File: config.mk
export PLATFORM = sky130hd
export DESIGN_NAME = systolic_matmul_engine
export DESIGN_NICKNAME = d
export VERILOG_FILES = /design/src/rtl/systolic_matmul_engine.sv
export SDC_FILE = /design/constraint.sdc
export NUM_CORES = 2
export LEC_CHECK = 0
export CORE_MARGIN = 4
export CORE_UTILIZATION = 40
export CTS_CLUSTER_SIZE = 10
export DETAILED_ROUTE_END_ITERATION = 10
export PLACE_DENSITY_LB_ADDON = 0.3
export SKIP_CTS_REPAIR_TIMING = 1
export SYNTH_ARGS = -nofsm -noshare
export SYNTH_HDL_FRONTEND = slang
export SYNTH_SLANG_ARGS = --single-unit
File: constraint.sdc
create_clock -name clk -period 12.1 [get_ports clk]
set_input_delay 2.42 -clock clk [delete_from_list [all_inputs] [get_ports clk]]
set_output_delay 2.42 -clock clk [all_outputs]
set_load 0.05 [all_outputs]
File: src/rtl/systolic_matmul_engine.sv
// systolic_matmul_engine
//
// Output-stationary N x N systolic matrix-multiply engine computing C = A x B
// for a runtime inner dimension k_len (0..KMAX). A arrives one column per beat
// (in_a) and B one row per beat (in_b). The operands are skewed on entry so
// that beat k meets at PE(i,j) on advance k+i+j. Each PE keeps its own
// accumulator. When the array has been flushed, the results drain one row of C
// per handshake.
//
// Ports
//   clk, rst          clock and synchronous active-high reset
//   start             job request, sampled only while idle
//   k_len             inner dimension of the job, latched at start
//   signed_mode       1 = two's-complement operands, latched at start
//   acc_keep          1 = keep accumulators from the previous job (tiled K)
//   busy              engine is not idle
//   done              one-cycle pulse at job end
//   in_valid/in_ready input beat handshake (in_ready high throughout LOAD)
//   in_a              column k of A, a[i][k] at [i*DW +: DW]
//   in_b              row k of B, b[k][j] at [j*DW +: DW]
//   out_valid/out_ready result row handshake
//   out_row           row r of C, c[r][j] at [j*ACCW +: ACCW]
//   out_idx           row index r of out_row
module systolic_matmul_engine #(
  parameter int N    = 4,
  parameter int DW   = 8,
  parameter int KMAX = 16,
  localparam int ACCW = 2*DW + $clog2(KMAX),
  localparam int KW   = $clog2(KMAX+1),
  localparam int IW   = (N > 1) ? $clog2(N) : 1
) (
  input  logic              clk,
  input  logic              rst,
  input  logic              start,
  input  logic [KW-1:0]     k_len,
  input  logic              signed_mode,
  input  logic              acc_keep,
  output logic              busy,
  output logic              done,
  input  logic              in_valid,
  output logic              in_ready,
  input  logic [N*DW-1:0]   in_a,
  input  logic [N*DW-1:0]   in_b,
  output logic              out_valid,
  input  logic              out_ready,
  output logic [N*ACCW-1:0] out_row,
  output logic [IW-1:0]     out_idx
);

  // Phase counter: counts accepted beats in LOAD and cycles in FLUSH.
  localparam int CW = $clog2(KMAX + 2*N + 1);

  typedef enum logic [2:0] {IDLE, LOAD, FLUSH, DRAIN, DONE} state_t;

  state_t          state;
  logic [KW-1:0]   k_q;
  logic            signed_q;
  logic [CW-1:0]   cnt;

  logic            start_take;
  logic            advance;

  assign start_take = (state == IDLE) && start;
  // The whole array (skew chains and PEs) steps together on an advance:
  // every accepted beat in LOAD and every cycle of FLUSH.
  assign advance    = ((state == LOAD) && in_valid) || (state == FLUSH);

  // ---------------------------------------------------------------------------
  // Job-control FSM with registered outputs
  // ---------------------------------------------------------------------------
  // NOTE: state and outputs are sequential, so they take non-blocking
  // assignments; this keeps every reader seeing pre-edge values.
  always_ff @(posedge clk) begin
    if (rst) begin
      state     <= IDLE;
      k_q       <= '0;
      signed_q  <= 1'b0;
      cnt       <= '0;
      busy      <= 1'b0;
      done      <= 1'b0;
      in_ready  <= 1'b0;
      out_valid <= 1'b0;
      out_idx   <= '0;
    end else begin
      done <= 1'b0;
      case (state)
        IDLE: begin
          if (start) begin
            k_q      <= k_len;
            signed_q <= signed_mode;
            busy     <= 1'b1;
            cnt      <= '0;
            if (k_len != '0) begin
              state    <= LOAD;
              in_ready <= 1'b1;
            end else if (N > 1) begin
              state <= FLUSH;
            end else begin
              state     <= DRAIN;
              out_valid <= 1'b1;
            end
          end
        end

        LOAD: begin
          if (in_valid) begin
            if (cnt == CW'(k_q) - CW'(1)) begin
              cnt      <= '0;
              in_ready <= 1'b0;
              if (N > 1) begin
                state <= FLUSH;
              end else begin
                state     <= DRAIN;
                out_valid <= 1'b1;
              end
            end else begin
              cnt <= cnt + CW'(1);
            end
          end
        end

        // 2N-2 zero-fed advances push the last beat through the far corner.
        FLUSH: begin
          if (cnt == CW'(2*N - 3)) begin
            cnt       <= '0;
            state     <= DRAIN;
            out_valid <= 1'b1;
          end else begin
            cnt <= cnt + CW'(1);
          end
        end

        DRAIN: begin
          if (out_ready) begin
            if (out_idx == IW'(N - 1)) begin
              out_valid <= 1'b0;
              out_idx   <= '0;
              done      <= 1'b1;
              state     <= DONE;
            end else begin
              out_idx <= out_idx + IW'(1);
            end
          end
        end

        DONE: begin
          busy  <= 1'b0;
          state <= IDLE;
        end

        default: state <= IDLE;
      endcase
    end
  end

  // ---------------------------------------------------------------------------
  // Operand feed and input skew
  // ---------------------------------------------------------------------------
  logic [DW-1:0] feed_a [N];
  logic [DW-1:0] feed_b [N];
  logic [DW-1:0] a_skew [N];
  logic [DW-1:0] b_skew [N];

  // Outside LOAD (i.e. in FLUSH) the array is fed zeros.
  // NOTE: every always_comb output gets a default before any branch so no
  // path leaves it unassigned, which would infer a latch.
  always_comb begin
    for (int i = 0; i < N; i++) begin
      feed_a[i] = '0;
      feed_b[i] = '0;
      if (state == LOAD) begin
        feed_a[i] = in_a[i*DW +: DW];
        feed_b[i] = in_b[i*DW +: DW];
      end
    end
  end

  // Row i of A and column j of B are delayed by i resp. j advances.
  for (genvar i = 0; i < N; i++) begin : g_skew
    if (i == 0) begin : g_direct
      assign a_skew[i] = feed_a[i];
      assign b_skew[i] = feed_b[i];
    end else begin : g_delay
      logic [DW-1:0] sr_a [i];
      logic [DW-1:0] sr_b [i];
      // NOTE: these register arrays are array state, not a RAM, so they are
      // reset and cleared at job start like any other operand register.
      always_ff @(posedge clk) begin
        if (rst || start_take) begin
          for (int d = 0; d < i; d++) begin
            sr_a[d] <= '0;
            sr_b[d] <= '0;
          end
        end else if (advance) begin
          sr_a[0] <= feed_a[i];
          sr_b[0] <= feed_b[i];
          for (int d = 1; d < i; d++) begin
            sr_a[d] <= sr_a[d-1];
            sr_b[d] <= sr_b[d-1];
          end
        end
      end
      assign a_skew[i] = sr_a[i-1];
      assign b_skew[i] = sr_b[i-1];
    end
  end

  // ---------------------------------------------------------------------------
  // Processing elements
  // ---------------------------------------------------------------------------
  logic [DW-1:0]   a_reg [N][N];
  logic [DW-1:0]   b_reg [N][N];
  logic [ACCW-1:0] acc   [N][N];
  logic [DW-1:0]   a_in  [N][N];
  logic [DW-1:0]   b_in  [N][N];
  logic [ACCW-1:0] prod  [N][N];

  // Both operands are sign- or zero-extended to ACCW before multiplying. The
  // low ACCW bits of that product equal the true product modulo 2^ACCW, which
  // is exactly what the wrapping accumulator needs.
  function automatic logic [ACCW-1:0] mul_ext(input logic [DW-1:0] a,
                                              input logic [DW-1:0] b,
                                              input logic          sgn);
    logic [ACCW-1:0] ax;
    logic [ACCW-1:0] bx;
    ax = {{(ACCW-DW){sgn & a[DW-1]}}, a};
    bx = {{(ACCW-DW){sgn & b[DW-1]}}, b};
    return ax * bx;
  endfunction

  for (genvar i = 0; i < N; i++) begin : g_row
    for (genvar j = 0; j < N; j++) begin : g_col
      if (j == 0) begin : g_a_edge
        assign a_in[i][j] = a_skew[i];
      end else begin : g_a_chain
        assign a_in[i][j] = a_reg[i][j-1];
      end
      if (i == 0) begin : g_b_edge
        assign b_in[i][j] = b_skew[j];
      end else begin : g_b_chain
        assign b_in[i][j] = b_reg[i-1][j];
      end
      assign prod[i][j] = mul_ext(a_in[i][j], b_in[i][j], signed_q);
    end
  end

  always_ff @(posedge clk) begin
    for (int i = 0; i < N; i++) begin
      for (int j = 0; j < N; j++) begin
        if (rst) begin
          a_reg[i][j] <= '0;
          b_reg[i][j] <= '0;
          acc[i][j]   <= '0;
        end else if (start_take) begin
          a_reg[i][j] <= '0;
          b_reg[i][j] <= '0;
          // Tiled K: partial sums survive into the next job when requested.
          if (!acc_keep) acc[i][j] <= '0;
        end else if (advance) begin
          a_reg[i][j] <= a_in[i][j];
          b_reg[i][j] <= b_in[i][j];
          acc[i][j]   <= acc[i][j] + prod[i][j];
        end
      end
    end
  end

  // ---------------------------------------------------------------------------
  // Result drain: accumulators are frozen in DRAIN, so the selected row stays
  // stable for as long as the consumer stalls.
  // ---------------------------------------------------------------------------
  always_comb begin
    out_row = '0;
    if (out_valid) begin
      for (int j = 0; j < N; j++) begin
        out_row[j*ACCW +: ACCW] = acc[out_idx][j];
      end
    end
  end

endmodule

Word-level counts from Yosys, hierarchy flattened:

Memory sizes are Yosys's and may differ from the RTL's. A register that Yosys moved wholly into a read port is not among the register bits.
Index checks and enable logic that the tools add are counted.

* bits in registers: 20
* memory bits (writable): 672
* output and inout port bits: 86
* word-level logic and storage cells: 391
* memories kept: 9

* $add $sub $neg: 19
* $mul: 16
* equality and inequality tests: 14
* multiplexer cells: 164
* bitwise logic cells: 140
* reduce and logical (&&, ||, !) cells: 20

Memories
* acc: words 4, width 80, rd ports 5, clocked after memory_dff 1, write ports 4, RTL line 213 `logic [ACCW-1:0] acc [N][N];`
* a_reg: words 4, width 32, rd ports 4, clocked after memory_dff 0, write ports 4, RTL line 211 `logic [DW-1:0] a_reg [N][N];`
* b_reg: words 4, width 32, rd ports 3, clocked after memory_dff 0, write ports 4, RTL line 212 `logic [DW-1:0] b_reg [N][N];`
* g_skew[3].g_delay.sr_a: words 3, width 8, rd ports 3, clocked after memory_dff 0, write ports 3, RTL line 184 `logic [DW-1:0] sr_a [i];`
* g_skew[3].g_delay.sr_b: words 3, width 8, rd ports 3, clocked after memory_dff 0, write ports 3, RTL line 185 `logic [DW-1:0] sr_b [i];`
* g_skew[2].g_delay.sr_a: words 2, width 8, rd ports 2, clocked after memory_dff 0, write ports 2, RTL line 184
* +3 memories

Operators by type and width (number)
* 8-bit two-way mux: 84
* 20-bit two-way mux: 32
* 20-bit adder: 16
* 9-bit by 9-bit multiplier with 18-bit output: 16
* 1-bit bitwise OR: 106
* 80-bit two-way mux: 1
* 1-bit AND: 32
* 1-bit two-way mux: 28
* 5-bit two-way mux: 4
* 3-bit two-way mux: 6
* 8-bit OR reduction: 2
* 5-bit one-hot mux with 3 select lines: 1
* 3-bit one-hot mux with 4 select lines: 1
* 2-bit two-way mux: 4
* 2-bit != test, second input constant: 4
* 3-bit by 2-bit == test with 1-bit output, second input constant: 2
* 2-bit by 1-bit != test with 1-bit output, second input constant: 3
* 1-bit one-hot mux with 2 select lines: 3
* 2-bit AND reduction: 3
* 6-bit AND reduction: 1
* 2-bit nonzero test: 3
* 5-bit by 1-bit adder with 5-bit output, second input constant: 1
* 5-bit by 3-bit == test with 1-bit output, second input constant: 1
* 5-bit == test: 1
* other kinds (15): 18

Depth between registers and ports, before layout:

* depth in word-level cells: 8
* depth in mapped cells: 32
* gate-level depth less buffers: 28

Worst setup path before layout:

OpenSTA, ideal clock, no wires.

* path type: input to register
* start point: input rst
* end point: memory acc[0][0] (netlist bit), enable pin
* library setup time: 2.269 ns
* arrival: 8.411 ns
* required time: 9.831 ns
* setup slack: 1.420 ns
* stages: 6
* path buffers: 4
* path through: clkbuf_1 -> a211o_1 -> clkbuf_1 -> clkbuf_1 -> clkbuf_1 -> nand2_1

RTL lines
* start, declared: RTL line 33 `input logic rst,`
* end, declared: RTL line 213

==> impl_metrics.py <==
metrics = {
    "run_status": {
        "status": "completed",
    },
    "timing": {
        "rsz0062_at_grt": "false",
        "fin_skew_ns": 0.0356,
        "timing.final.crit_share_pct": 76.7,
        "hold_viol_final": 0,
        "clock.fmax_mhz": 108,
        "setup_violations": 0,
        "slew_violations": 0,
        "period_needed_ns": 9.28,
        "tightest_slew_ns": 1.22,
        "tns_ns": 0,
        "slew_headroom_pct": 18.3,
    },
    "clocking": {
        "cts_inserted_buffers": 85,
        "clk-insertion-delay-late_ns": 0.73,
        "path_clk_slew_ns": 0.07,
        "cts_tree": "done",
        "htree_levels": 3,
        "clock-sinks": 630,
        "cts-root-buf": "clkbuf_16",
        "clockBufferDepth": 3,
    },
    "global_route": {
        "overflow": 0,
        "grtUsageTotal_pct": 19.9,
        "antenna_found_initial": 19,
        "grt_max_degree": 208,
        "grt_pass1_vias": 66200,
        "grt_first_pass_wirelength_mm": 363,
    },
    "synth": {
        "synth_flop_cell": "edfxtp_1",
        "async_reset_ff_share_pct": 0,
        "synth-seq-cells": 630,
        "syn_nets": 11200,
        "synth_compound_area_share_pct": 7.49,
        "yosys.area_share.simple_pct": 16.8,
        "synth_area_um2": 87800,
        "synthMuxAreaShare_pct": 2.22,
        "synth_top_family_by_area": "adder cells",
        "yosys_warnings": 0,
        "synth_area_per_cell_um2": 9.71,
        "synth-edff-count": 608,
        "postSynthCellCount": 9050,
        "synthAdderAreaFrac_pct": 38.9,
        "ys_types": 84,
        "synth-xor-area-share_pct": 5.26,
        "yosysSeqAreaShare_pct": 21.3,
    },
    "critical_path": {
        "timing.rr.start": "signed_q",
        "rr_worst_depth": 26,
        "crit_fanout": 11,
        "critPathCaptureType": "register",
        "worstSetupStartpointType": "primary input",
        "critPathLaunch": "in_b[7]",
        "cp.arrival_ns": 9.72,
        "timing.critical_path.required_ns": 12.54,
        "r2r_slack_ns": 3.81,
        "r2r-end": "acc[2][58]",
        "crit_type": "primary input to register",
        "critPathCapture": "acc[0][78]",
    },
    "routing": {
        "wl_per_cell_um": 18.7,
        "routed-via-count": 62500,
        "viasPerCell": 5.24,
        "ant_nets": 0,
        "drtIter0Drc": 4061,
        "drc": 0,
        "dr.pass1.iters": 5,
        "totalWireLength_mm": 223,
    },
    "power_and_ir_drop": {
        "power_density_nw_per_um2": 173,
        "clockPowerShare_pct": 15.3,
        "p_sw_mw": 7.73,
        "worst_ir_drop_vdd_mv": 0.123,
        "power.total_mw": 16.4,
        "p_int_mw": 8.65,
        "power_frac_comb_pct": 58.7,
        "netSwitchingFraction_pct": 47.2,
        "p_leak_nw": 44.0,
        "pwr-share-seq_pct": 26.0,
    },
    "floorplan": {
        "die_area_um2": 227000,
        "fp.dieH_um": 477,
        "top_level_ports": 162,
        "core_um2": 218000,
        "die_w_um": 477,
        "num_rows": 171,
        "initial_core_util_pct": 40.3,
    },
    "placed_design": {
        "gp_congestion": 0.865,
        "dp_hpwl_mm": 177,
        "portBuffers": 161,
    },
    "final_layout": {
        "most-common-layout-cells": "inv_1 (1,529), fa_1 (1,136), ha_1 (917), and2_1 (810), nand2_1 (722)",
        "fin_nets": 11100,
        "syn2layout_area_growth_pct": 7.88,
        "largest_reg_flops": 320,
        "layout_commonest_cell": "inv_1",
        "drive_gt1_share_pct": 3.13,
    },
    "hold_path": {
        "hp-class": "register to register",
    },
    "job": {
        "maxCapViolations": 0,
    },
}
==> kinds of logic (layout without fill, tap and decap cells) <==
kind of cell | after synthesis | count (layout)
xor+xnor | 510 | 510
flops | 630 | 630
fa+ha+maj | 2053 | 2053
compound gates | 981 | 981
buf+inv | 1861 | 1871
simple gates | 2920 | 2920
mux | 95 | 95
other cells | 0 | 13
==> layout make-up <==
cell class                 instances  area, um2
antenna                           13       32.5
clock buffer                     116       2310
clock inverter                    39        382
fill                           20800     123000
inverter                        1530       5740
multi-input combinational       6559      62200
sequential                       630      18700
tap                             2854       3570
timing repair buffer             186       1820
==> cell usage after synthesis (11+ instances only) <==
library cell	number	area (um2)
ha_1	917	11500
buf_1	19	71.3
inv_1	1529	5740
nand3_1	173	866
a21o_1	107	803
fa_1	1136	22700
o21ai_0	117	586
nor3_1	136	681
nor2_1	547	2050
xor2_1	157	1380
and2_1	811	5070
xnor2_1	342	3000
a41o_1	14	140
a31oi_1	27	169
nor3b_1	24	180
o31a_1	30	263
o22ai_1	12	75.1
nand2_1	723	2710
o211ai_1	39	293
o41ai_1	20	175
o21ai_1	50	250
nor4_1	13	81.3
clkbuf_1	312	1170
a41oi_1	11	96.3
nor2b_1	75	469
a211oi_1	58	435
a21oi_1	264	1320
or2_2	35	219
mux4_2	80	1800
and3_1	199	1240
nand2b_1	110	688
o21bai_1	28	210
mux2i_1	14	140
or3_1	32	200
edfxtp_1	608	18300
dfxtp_1	22	440
o21a_1	85	638
o31ai_1	15	113
==> worst max-delay path, cell delays in order <==
cell	delay, ns
clkdlybuf4s50_1	0.71
nand3_1	0.46
or2_2	0.45
fa_1	0.45
fa_1	0.50
inv_1	0.06
fa_1	0.44
fa_1	0.49
inv_1	0.05
fa_1	0.50
inv_1	0.04
ha_1	0.32
nor2b_1	0.15
o21ai_0	0.20
a21oi_1	0.12
a41o_1	0.27
nor2_1	0.11
xnor2_1	0.14
ha_1	0.31
a21o_1	0.18
a21o_1	0.19
a2111oi_0	0.71
o31ai_1	0.21
xnor2_1	0.18
nor2_1	0.05
==> worst min path at each step <==
stage	from	slack, ns	cells after the start	endpoint
floorplan	k_q[4]	0.48	2	k_q[4]
CTS	g_skew[3].g_delay.sr_b[0][8]	0.51	1	g_skew[3].g_delay.sr_b[0][16]
global route	g_skew[3].g_delay.sr_b[0][11]	0.53	1	g_skew[3].g_delay.sr_b[0][19]
finish	g_skew[3].g_delay.sr_b[0][8]	0.50	1	g_skew[3].g_delay.sr_b[0][16]
global placement	g_skew[3].g_delay.sr_a[0][9]	0.50	1	g_skew[3].g_delay.sr_a[0][17]
detailed placement	g_skew[3].g_delay.sr_a[0][3]	0.50	1	g_skew[3].g_delay.sr_a[0][11]
==> through the flow <==
| step | cell area [um2] | hold slack (ns) | std cells | utilization (%) | setup WS, ns |
|---|---|---|---|---|---|
| 3_5_place_dp | 92000 | 0.504 | 11800 | 42.3 | 2.17 |
| 2_1_floorplan | 87800 | 0.482 | 9050 | - | 1.42 |
| 5_1_grt | 94800 | 0.525 | 11900 | 43.5 | 2.30 |
| 3_3_place_gp | 92000 | 0.501 | 11800 | 42.3 | 2.09 |
| 6_report | 94800 | 0.502 | 11900 | 43.5 | 2.82 |
| 4_1_cts | 94700 | 0.506 | 11900 | 43.5 | 2.90 |
==> power groups by stage <==
stage | sequential, mW | clock, mW | combinational (mW)
3_5_place_dp | 4.29 | 0 | 9.57
3_3_place_gp | 4.28 | 0 | 9.36
6_report | 4.26 | 2.50 | 9.62
5_1_grt | 4.34 | 2.66 | 11.0
2_1_floorplan | 3.49 | 0 | 7.74
4_1_cts | 4.26 | 2.57 | 9.67
==> metal layers <==
| metal | track usage (%) | vias to the layer above | wire, um |
|---|---|---|---|
| li1 | - | 29300 | - |
| met1 | 26.8 | 31500 | 98400 |
| met2 | 33.6 | 1434 | 107000 |
| met3 | 2.74 | 266 | 11700 |
| met4 | 5.30 | 0 | 6200 |
| met5 | 0 | - | 0 |
No activity file was read; power rests on OpenSTA's default activity.
